===== src/rtl/if_fetch_stage_if.sv =====
// Fetch-stage bus bundle: instruction-memory request/grant/response channel
// and the IF/ID valid/ready hand-off toward decode.
interface if_fetch_stage_if;
  logic        imem_req;
  logic [31:0] imem_addr;
  logic        imem_gnt;
  logic        imem_rvalid;
  logic [31:0] imem_rdata;
  logic        if_id_valid;
  logic [31:0] if_id_pc;
  logic [31:0] if_id_instr;
  logic        id_ready;

  modport master (
    output imem_req, imem_addr, if_id_valid, if_id_pc, if_id_instr,
    input  imem_gnt, imem_rvalid, imem_rdata, id_ready
  );

  modport slave (
    input  imem_req, imem_addr, if_id_valid, if_id_pc, if_id_instr,
    output imem_gnt, imem_rvalid, imem_rdata, id_ready
  );
endinterface


===== src/rtl/if_fetch_stage.sv =====
// Instruction-fetch stage: owns the PC, runs a single-outstanding imem handshake
// and fills the IF/ID register. Optional counters enabled by IF_PERF_CNT_EN.
module if_fetch_stage #(
  parameter logic [31:0] RESET_PC  = 32'h0000_0000,
  parameter logic [31:0] NOP_INSTR = 32'h0000_0013
) (
  input  logic             clk,
  input  logic             rst,
  input  logic [31:0]      npc,
  input  logic             redirect,
  input  logic             stall,
  output logic [31:0]      pc_out,
  output logic             fetch_hold,
  if_fetch_stage_if.master bus
`ifdef IF_PERF_CNT_EN
  ,
  output logic [31:0]      perf_fetched,
  output logic [31:0]      perf_killed
`endif
);

  localparam logic [0:0] S_REQ  = 1'b0;
  localparam logic [0:0] S_WAIT = 1'b1;

  logic [0:0]  state;
  logic [31:0] pc_q;
  logic [31:0] req_pc;
  logic        kill;
  logic        id_valid;
  logic [31:0] id_pc;
  logic [31:0] id_instr;

  logic        slot_free;
  logic        req;
  logic        grant;
  logic        resp;
  logic        drop;
  logic        load;

  assign slot_free  = ~id_valid | bus.id_ready;
  assign req        = (state == S_REQ) & ~stall & slot_free & ~rst;
  assign grant      = req & bus.imem_gnt;
  // A response only counts while waiting; strays after reset or kill fall through.
  assign resp       = (state == S_WAIT) & bus.imem_rvalid;
  assign drop       = resp & (kill | redirect);
  assign load       = resp & ~kill & ~redirect;

  assign fetch_hold      = ~grant;
  assign pc_out          = pc_q;
  assign bus.imem_req    = req;
  assign bus.imem_addr   = pc_q;
  assign bus.if_id_valid = id_valid;
  assign bus.if_id_pc    = id_pc;
  assign bus.if_id_instr = id_instr;

  always_ff @(posedge clk) begin
    if (rst) begin
      state  <= S_REQ;
      pc_q   <= RESET_PC;
      kill   <= 1'b0;
      req_pc <= 32'h0;
    end else begin
      if (grant | redirect) pc_q <= npc;
      case (state)
        S_REQ: begin
          if (grant) begin
            req_pc <= pc_q;
            kill   <= redirect;
            state  <= S_WAIT;
          end
        end
        default: begin
          if (bus.imem_rvalid) begin
            kill  <= 1'b0;
            state <= S_REQ;
          end else if (redirect) begin
            kill  <= 1'b1;
          end
        end
      endcase
    end
  end

  // IF/ID register: flush beats load beats consume.
  always_ff @(posedge clk) begin
    if (rst) begin
      id_valid <= 1'b0;
      id_pc    <= 32'h0;
      id_instr <= NOP_INSTR;
    end else if (redirect) begin
      id_valid <= 1'b0;
      id_instr <= NOP_INSTR;
    end else if (load) begin
      id_valid <= 1'b1;
      id_pc    <= req_pc;
      id_instr <= bus.imem_rdata;
    end else if (bus.id_ready & id_valid) begin
      id_valid <= 1'b0;
    end
  end

`ifdef IF_PERF_CNT_EN
  always_ff @(posedge clk) begin
    if (rst) begin
      perf_fetched <= 32'h0;
      perf_killed  <= 32'h0;
    end else begin
      if (load) perf_fetched <= perf_fetched + 32'd1;
      if (drop) perf_killed  <= perf_killed + 32'd1;
    end
  end
`endif

endmodule


===== src/flat_wrapper.sv =====
// flat-port wrapper written by rule: the top's interface ports become plain ports
module if_fetch_stage_flat 
#(
  parameter logic [31:0] RESET_PC  = 32'h0000_0000,
  parameter logic [31:0] NOP_INSTR = 32'h0000_0013
)
  (clk, rst, npc, redirect, stall, pc_out, fetch_hold, bus_imem_req, bus_imem_addr, bus_if_id_valid, bus_if_id_pc, bus_if_id_instr, bus_imem_gnt, bus_imem_rvalid, bus_imem_rdata, bus_id_ready);
  if_fetch_stage_if bus_i ();
  input  logic clk;
  input  logic rst;
  input  logic [31:0] npc;
  input  logic redirect;
  input  logic stall;
  output logic [31:0] pc_out;
  output logic fetch_hold;
  output wire logic [$bits(bus_i.imem_req)-1:0] bus_imem_req;
  output wire logic [$bits(bus_i.imem_addr)-1:0] bus_imem_addr;
  output wire logic [$bits(bus_i.if_id_valid)-1:0] bus_if_id_valid;
  output wire logic [$bits(bus_i.if_id_pc)-1:0] bus_if_id_pc;
  output wire logic [$bits(bus_i.if_id_instr)-1:0] bus_if_id_instr;
  input wire logic [$bits(bus_i.imem_gnt)-1:0] bus_imem_gnt;
  input wire logic [$bits(bus_i.imem_rvalid)-1:0] bus_imem_rvalid;
  input wire logic [$bits(bus_i.imem_rdata)-1:0] bus_imem_rdata;
  input wire logic [$bits(bus_i.id_ready)-1:0] bus_id_ready;
  assign bus_imem_req = bus_i.imem_req;
  assign bus_imem_addr = bus_i.imem_addr;
  assign bus_if_id_valid = bus_i.if_id_valid;
  assign bus_if_id_pc = bus_i.if_id_pc;
  assign bus_if_id_instr = bus_i.if_id_instr;
  assign bus_i.imem_gnt = bus_imem_gnt;
  assign bus_i.imem_rvalid = bus_imem_rvalid;
  assign bus_i.imem_rdata = bus_imem_rdata;
  assign bus_i.id_ready = bus_id_ready;
  if_fetch_stage #(.RESET_PC(RESET_PC), .NOP_INSTR(NOP_INSTR)) u_core (.clk(clk), .rst(rst), .npc(npc), .redirect(redirect), .stall(stall), .pc_out(pc_out), .fetch_hold(fetch_hold), .bus(bus_i));
endmodule

===== config.mk =====
export PLATFORM = sky130hd
export DESIGN_NAME = if_fetch_stage_flat
export DESIGN_NICKNAME = d
export VERILOG_FILES = /design/src/rtl/if_fetch_stage_if.sv /design/src/rtl/if_fetch_stage.sv /design/src/flat_wrapper.sv
export SDC_FILE = /design/constraint.sdc
export NUM_CORES = 1
export LEC_CHECK = 0
export BUFFER_PORTS_ARGS = -buffer_cell sky130_fd_sc_hd__buf_2
export CAP_MARGIN = 20
export CORE_MARGIN = 3
export CORE_UTILIZATION = 45
export DETAILED_ROUTE_END_ITERATION = 8
export GPL_TIMING_DRIVEN = 0
export PLACE_DENSITY_LB_ADDON = 0.05
export SLEW_MARGIN = 20
export SYNTH_ARGS = -nofsm -noshare
export SYNTH_HDL_FRONTEND = slang
export SYNTH_SLANG_ARGS = --single-unit

===== constraint.sdc =====
create_clock -name clk -period 4.8 [get_ports clk]
set_clock_uncertainty 0.05 [all_clocks]
set_input_delay 0.48 -clock clk [delete_from_list [all_inputs] [get_ports clk]]
set_output_delay 0.48 -clock clk [all_outputs]
set_load 0.03 [all_outputs]

# Word-level counts from Yosys, hierarchy flattened
# Cells that the tools add are included.
totals:
  out_inout_bits: 131
  latchBits: 0
  wordCells: 40
  ram_bits: 0
  mem_bits_ro: 0
  regBits: 131
  input_bits: 71
  memories: 0
classes:
  order_cmp: 0
  n_mul: 0
  n_addsub: 0
  muxes: 9
  div_mod_pow: 0
  n_eq_ne: 1
  bitwise: 17
  reduce_logical: 6
  shift: 0
op_table:
  columns: ["op", "n"]
  rows:
  - ["$mux W1", 9]
  - ["$and A1 B1 Y1", 8]
  - ["$not A1 Y1", 7]
  - ["$reduce_and A2 Y1", 3]
  - ["$reduce_bool A2 Y1", 2]
  - ["$ne A3 B3 Y1 const B", 1]
  - ["$or A1 B1 Y1", 2]
  - ["$reduce_or A2 Y1", 1]

# Depth between registers and ports, before layout
depth:
  ltp_word: 7
  mapped_depth: 6
  mapped_depth_nobuf: 3

# Worst setup path after synthesis
# OpenSTA, ideal clock, no wires.
synth_path:
  path_type: "input -> output"
  from: "input rst"
  to: "output bus_imem_req"
  setup_slack_ps: 2318
  arrival_ps: 1952
  stages: 4
  required_ps: 4270
  cell_sequence: "buf_2 clkbuf_1 clkbuf_1 nor4_1"
synth_via:
  elab_chain_len: 2
synth_rtl:
  columns: ["item", "line_no", "rtl"]
  rows:
  - ["start, declared", "flat_wrapper.sv:10", "input logic rst;"]
  - ["$not A1 Y1", "if_fetch_stage.sv:41", "assign req = (state == S_REQ) & ~stall & slot_free & ~rst;"]
  - ["$and A1 B1 Y1", "if_fetch_stage.sv:41", null]
  - ["end, declared", "flat_wrapper.sv:16", "output wire logic [$bits(bus_i.imem_req)-1:0] bus_imem_req;"]
# No other way between the ends.

# Worst setup path in the final report
layout_path:
  from: "register u_core.id_valid (netlist: u_core.bus.if_id_valid)"
  to: "output bus_imem_req"
layout_via:
  elab_chain_len: 4
layout_rtl:
  columns: ["item", "line_no", "rtl"]
  rows:
  - ["start, declared", "if_fetch_stage.sv:29", "logic id_valid;"]
  - ["start signal, assigned", "if_fetch_stage.sv:87", "id_valid <= 1'b0;"]
  - ["start signal, assigned", "if_fetch_stage.sv:91", "id_valid <= 1'b0;"]
  - ["start signal, assigned", "if_fetch_stage.sv:94", "id_valid <= 1'b1;"]
  - ["$not A1 Y1", "if_fetch_stage.sv:40", "assign slot_free = ~id_valid | bus.id_ready;"]
  - ["$or A1 B1 Y1", "if_fetch_stage.sv:40", null]
  - ["$and A1 B1 Y1 (2 in a row)", "if_fetch_stage.sv:41", null]
# No other way between the ends.

==> results.md <==
* Status: completed
* Starting Density at 47.0%
* Placed inst area at 0.00638 mm²
* Worst Path Buf+Inv at 2
* Area occupied by multi-input gates at about 0.0021 mm²
* CP delay by family, top: buffers and inverters
* Post-synth top cells: dfxtp_1 (131), nand2_1 (129), a21oi_1 (96), nand2b_1 (66), nand3_1 (35)
* Clock root buffer master: clkbuf_16
* Slowest cell delay on critical path at roughly 460 ps
* Ys Warns at 0
* Met3 wire len at 979 µm
* Detailed Route Iter0 Violations at between 200 and 300
* IO Port Bufs at 200
* Vias in the first global route at 4929
* Drt pass-1 iters at 4
* Synthesized Nets at between 600 and 700
* Syn_area_per_cell at 8.48 µm²
* RSZ-0062 raised after global routing: false
* WP data arrival at about 1800 ps
* Most frequent cell after synthesis: dfxtp_1
* Clock Pin Slew Worst Setup and Hold Paths at about 50 ps
* Hold Buf Count CTS at 0
* Leak at approximately 3.1 nW
* Fin crit share at between 40% and 50%
* First-pass GRT wire length at roughly 23 mm
* Pins Over Slew Limit at 0
* Critical Path RT at ~4300 ps
* Max_cap viols at 0
* Grt ovf at 0
* Die Ht at 114 µm
* # resized after CTS at 0
* Remaining DRCs at 0
* Gr usage total at 22.0%
* Worst skew pair latency at ~400 ps
* Crit path launch type: register
* WHS at 243 ps
* Seq. cell area at between 0.002 and 0.003 mm²
* Top cells by area, synth: dfxtp_1 (50%), nand2_1 (9.3%), a21oi_1 (9.2%), nand2b_1 (7.9%), mux2i_1 (6.2%)
* Min-delay worst type: input port to register
* H-Tree Level Count at 4
* Synth unique cells at 24
* # fillers at 1057
* Worst rel slew slack at between 60% and 70%
* Top-area cell type share of the netlist area at 50.4%
* Yosys reg bits at 131
* CTS max path bufs at 2
* Crit path cell chain: nor2b_1 -> clkbuf_1 -> nor4_1 -> buf_2
* Num CTS Buffers at 17
* Placer Congestion at 0.781
* Tot Pwr at 2.62 mW
* Synthesized cell area at between 0.005 and 0.006 mm²
* Row count at 38
* PD cells at ~380 mW/mm²
* Via count at just under 5000
* Slowest CP cell: nor2b_1
* Setup TNS at 0 ps
* FMAX at ~420 MHz
* Chip width at about 110 µm
* Final wirelength at around 14 mm
* Final hold vios at 0
* Cells after Synth at 614
* WL met1 at around 5.9 mm
* DIE AREA at 0.0129 mm²
* Yosys top cell by area: dfxtp_1
* WL/cell at 14.3 µm
* Peak VDD IR at 0.180 mV
* Ys flop type: dfxtp_1
* ANT nets after route at 0
* EDFF count, synth at 0
* Top Layer Used: met4
* Layout cell share with drive strength beyond 1 at roughly a third
* CTS sink cnt at between 100 and 150
* Tmin final at 2370 ps
* Post-CTS setup buffers at 0
* Maximum fanout along the worst path at 10
* Initial antenna violation count at 0
* Nets at approximately 900
* Ports at between 200 and 250
* Metal2 WL at 6.98 mm
* ANT cells at 0
* CTS tree: done
* Inst Count DP at around 950
* Largest net degree at the start of global routing at 17
* Area Overhead vs Synth at 33.3%
* Non-Filler Instances at roughly 990
* Sequential fraction of the synthesis area at 50.4%
* Ys async rst share at 0%
* Post-DP HPWL at between 10 and 15 mm
* Total core area at ~0.011 mm²
* Vias per cell at 4.91
* Final Instance Area at just under 0.007 mm²
* Setup Crit Path Kind: register to output pin
* Slew @ Worst Pin at 545 ps
* Final Setup Violations at 0
* CP endpoint kind: output pin
-- final timing paths --
kind / cells past startpoint / slack [ps] / endpoint / from
max: 4 / 2430 / bus_imem_req / u_core.bus.if_id_valid
min: 3 / 240 / u_core.bus.if_id_instr[0] / bus_imem_rdata[0]
max reg2reg: 4 / 2920 / u_core.req_pc[30] / u_core.state
min reg2reg: 2 / 390 / u_core.bus.if_id_pc[0] / u_core.req_pc[0]
-- metrics by stage --
stage          setup slack [ps]  utilization (%)
6_report                   2430             62.6
5_1_grt                    2250             62.6
4_1_cts                    2360             62.6
3_5_place_dp               2500             57.6
3_3_place_gp               2510             57.6
2_1_floorplan              2320                -
-- metal layers --
layer  track usage (%)  up-vias
met1              25.5     2240
li1                  -     2449
met5                 0        -
met4              6.97        0
met2              38.4      135
met3              7.32       17
-- flip-flops by register name, indices dropped and copies added (netlist names) --
register	cells
u_core.kill	1
u_core.bus.if_id_pc	32
u_core.state	1
u_core.bus.if_id_instr	32
u_core.bus.imem_addr	32
u_core.bus.if_id_valid	1
u_core.req_pc	32
-- tightest hold or removal path, cell delays in order --
cell and delay [ps]:
buf_2 80, nand2_1 40, nand3_1 60
-- final cells by class --
type / instances / share of cell area [%]
timing repair buffer: 200 / 14.4
clock buffer: 23 / 6.89
tap: 140 / 2.52
buffer: 80 / 6.33
clock inverter: 9 / 1.15
multi-input combinational: 403 / 30.9
sequential: 131 / 37.8
-- where the power goes --
part           switching (mW)  internal [mW]
logic                   0.165          0.105
registers              0.0240           1.11
clock network           0.459          0.749
-- cells by family after synthesis --
family                 share of synthesized area (%)
DFF                                             50.4
muxes                                           6.15
AOI/OAI and AO/OA                               12.8
buffers and inverters                           8.44
and+or+nand+nor                                 22.3
-- cell usage in the layout (no fill, tap or decap), types with 2 or more instances in the layout --
cell        netlist  final
clkbuf_16         0     17
nand2_1         129    129
clkinvlp_4        0      4
mux2i_1          32     32
o21ai_0          27     27
clkbuf_1         32     35
nand2b_1         66     66
nand3_1          35     35
buf_4            32     32
o21ai_1           5      5
nor2_1            2      2
buf_2            15    215
clkbuf_8          0      3
dfxtp_1         131    131
a21oi_1          96     96
clkinv_2          0      4
(Power assumes the default switching activity.)
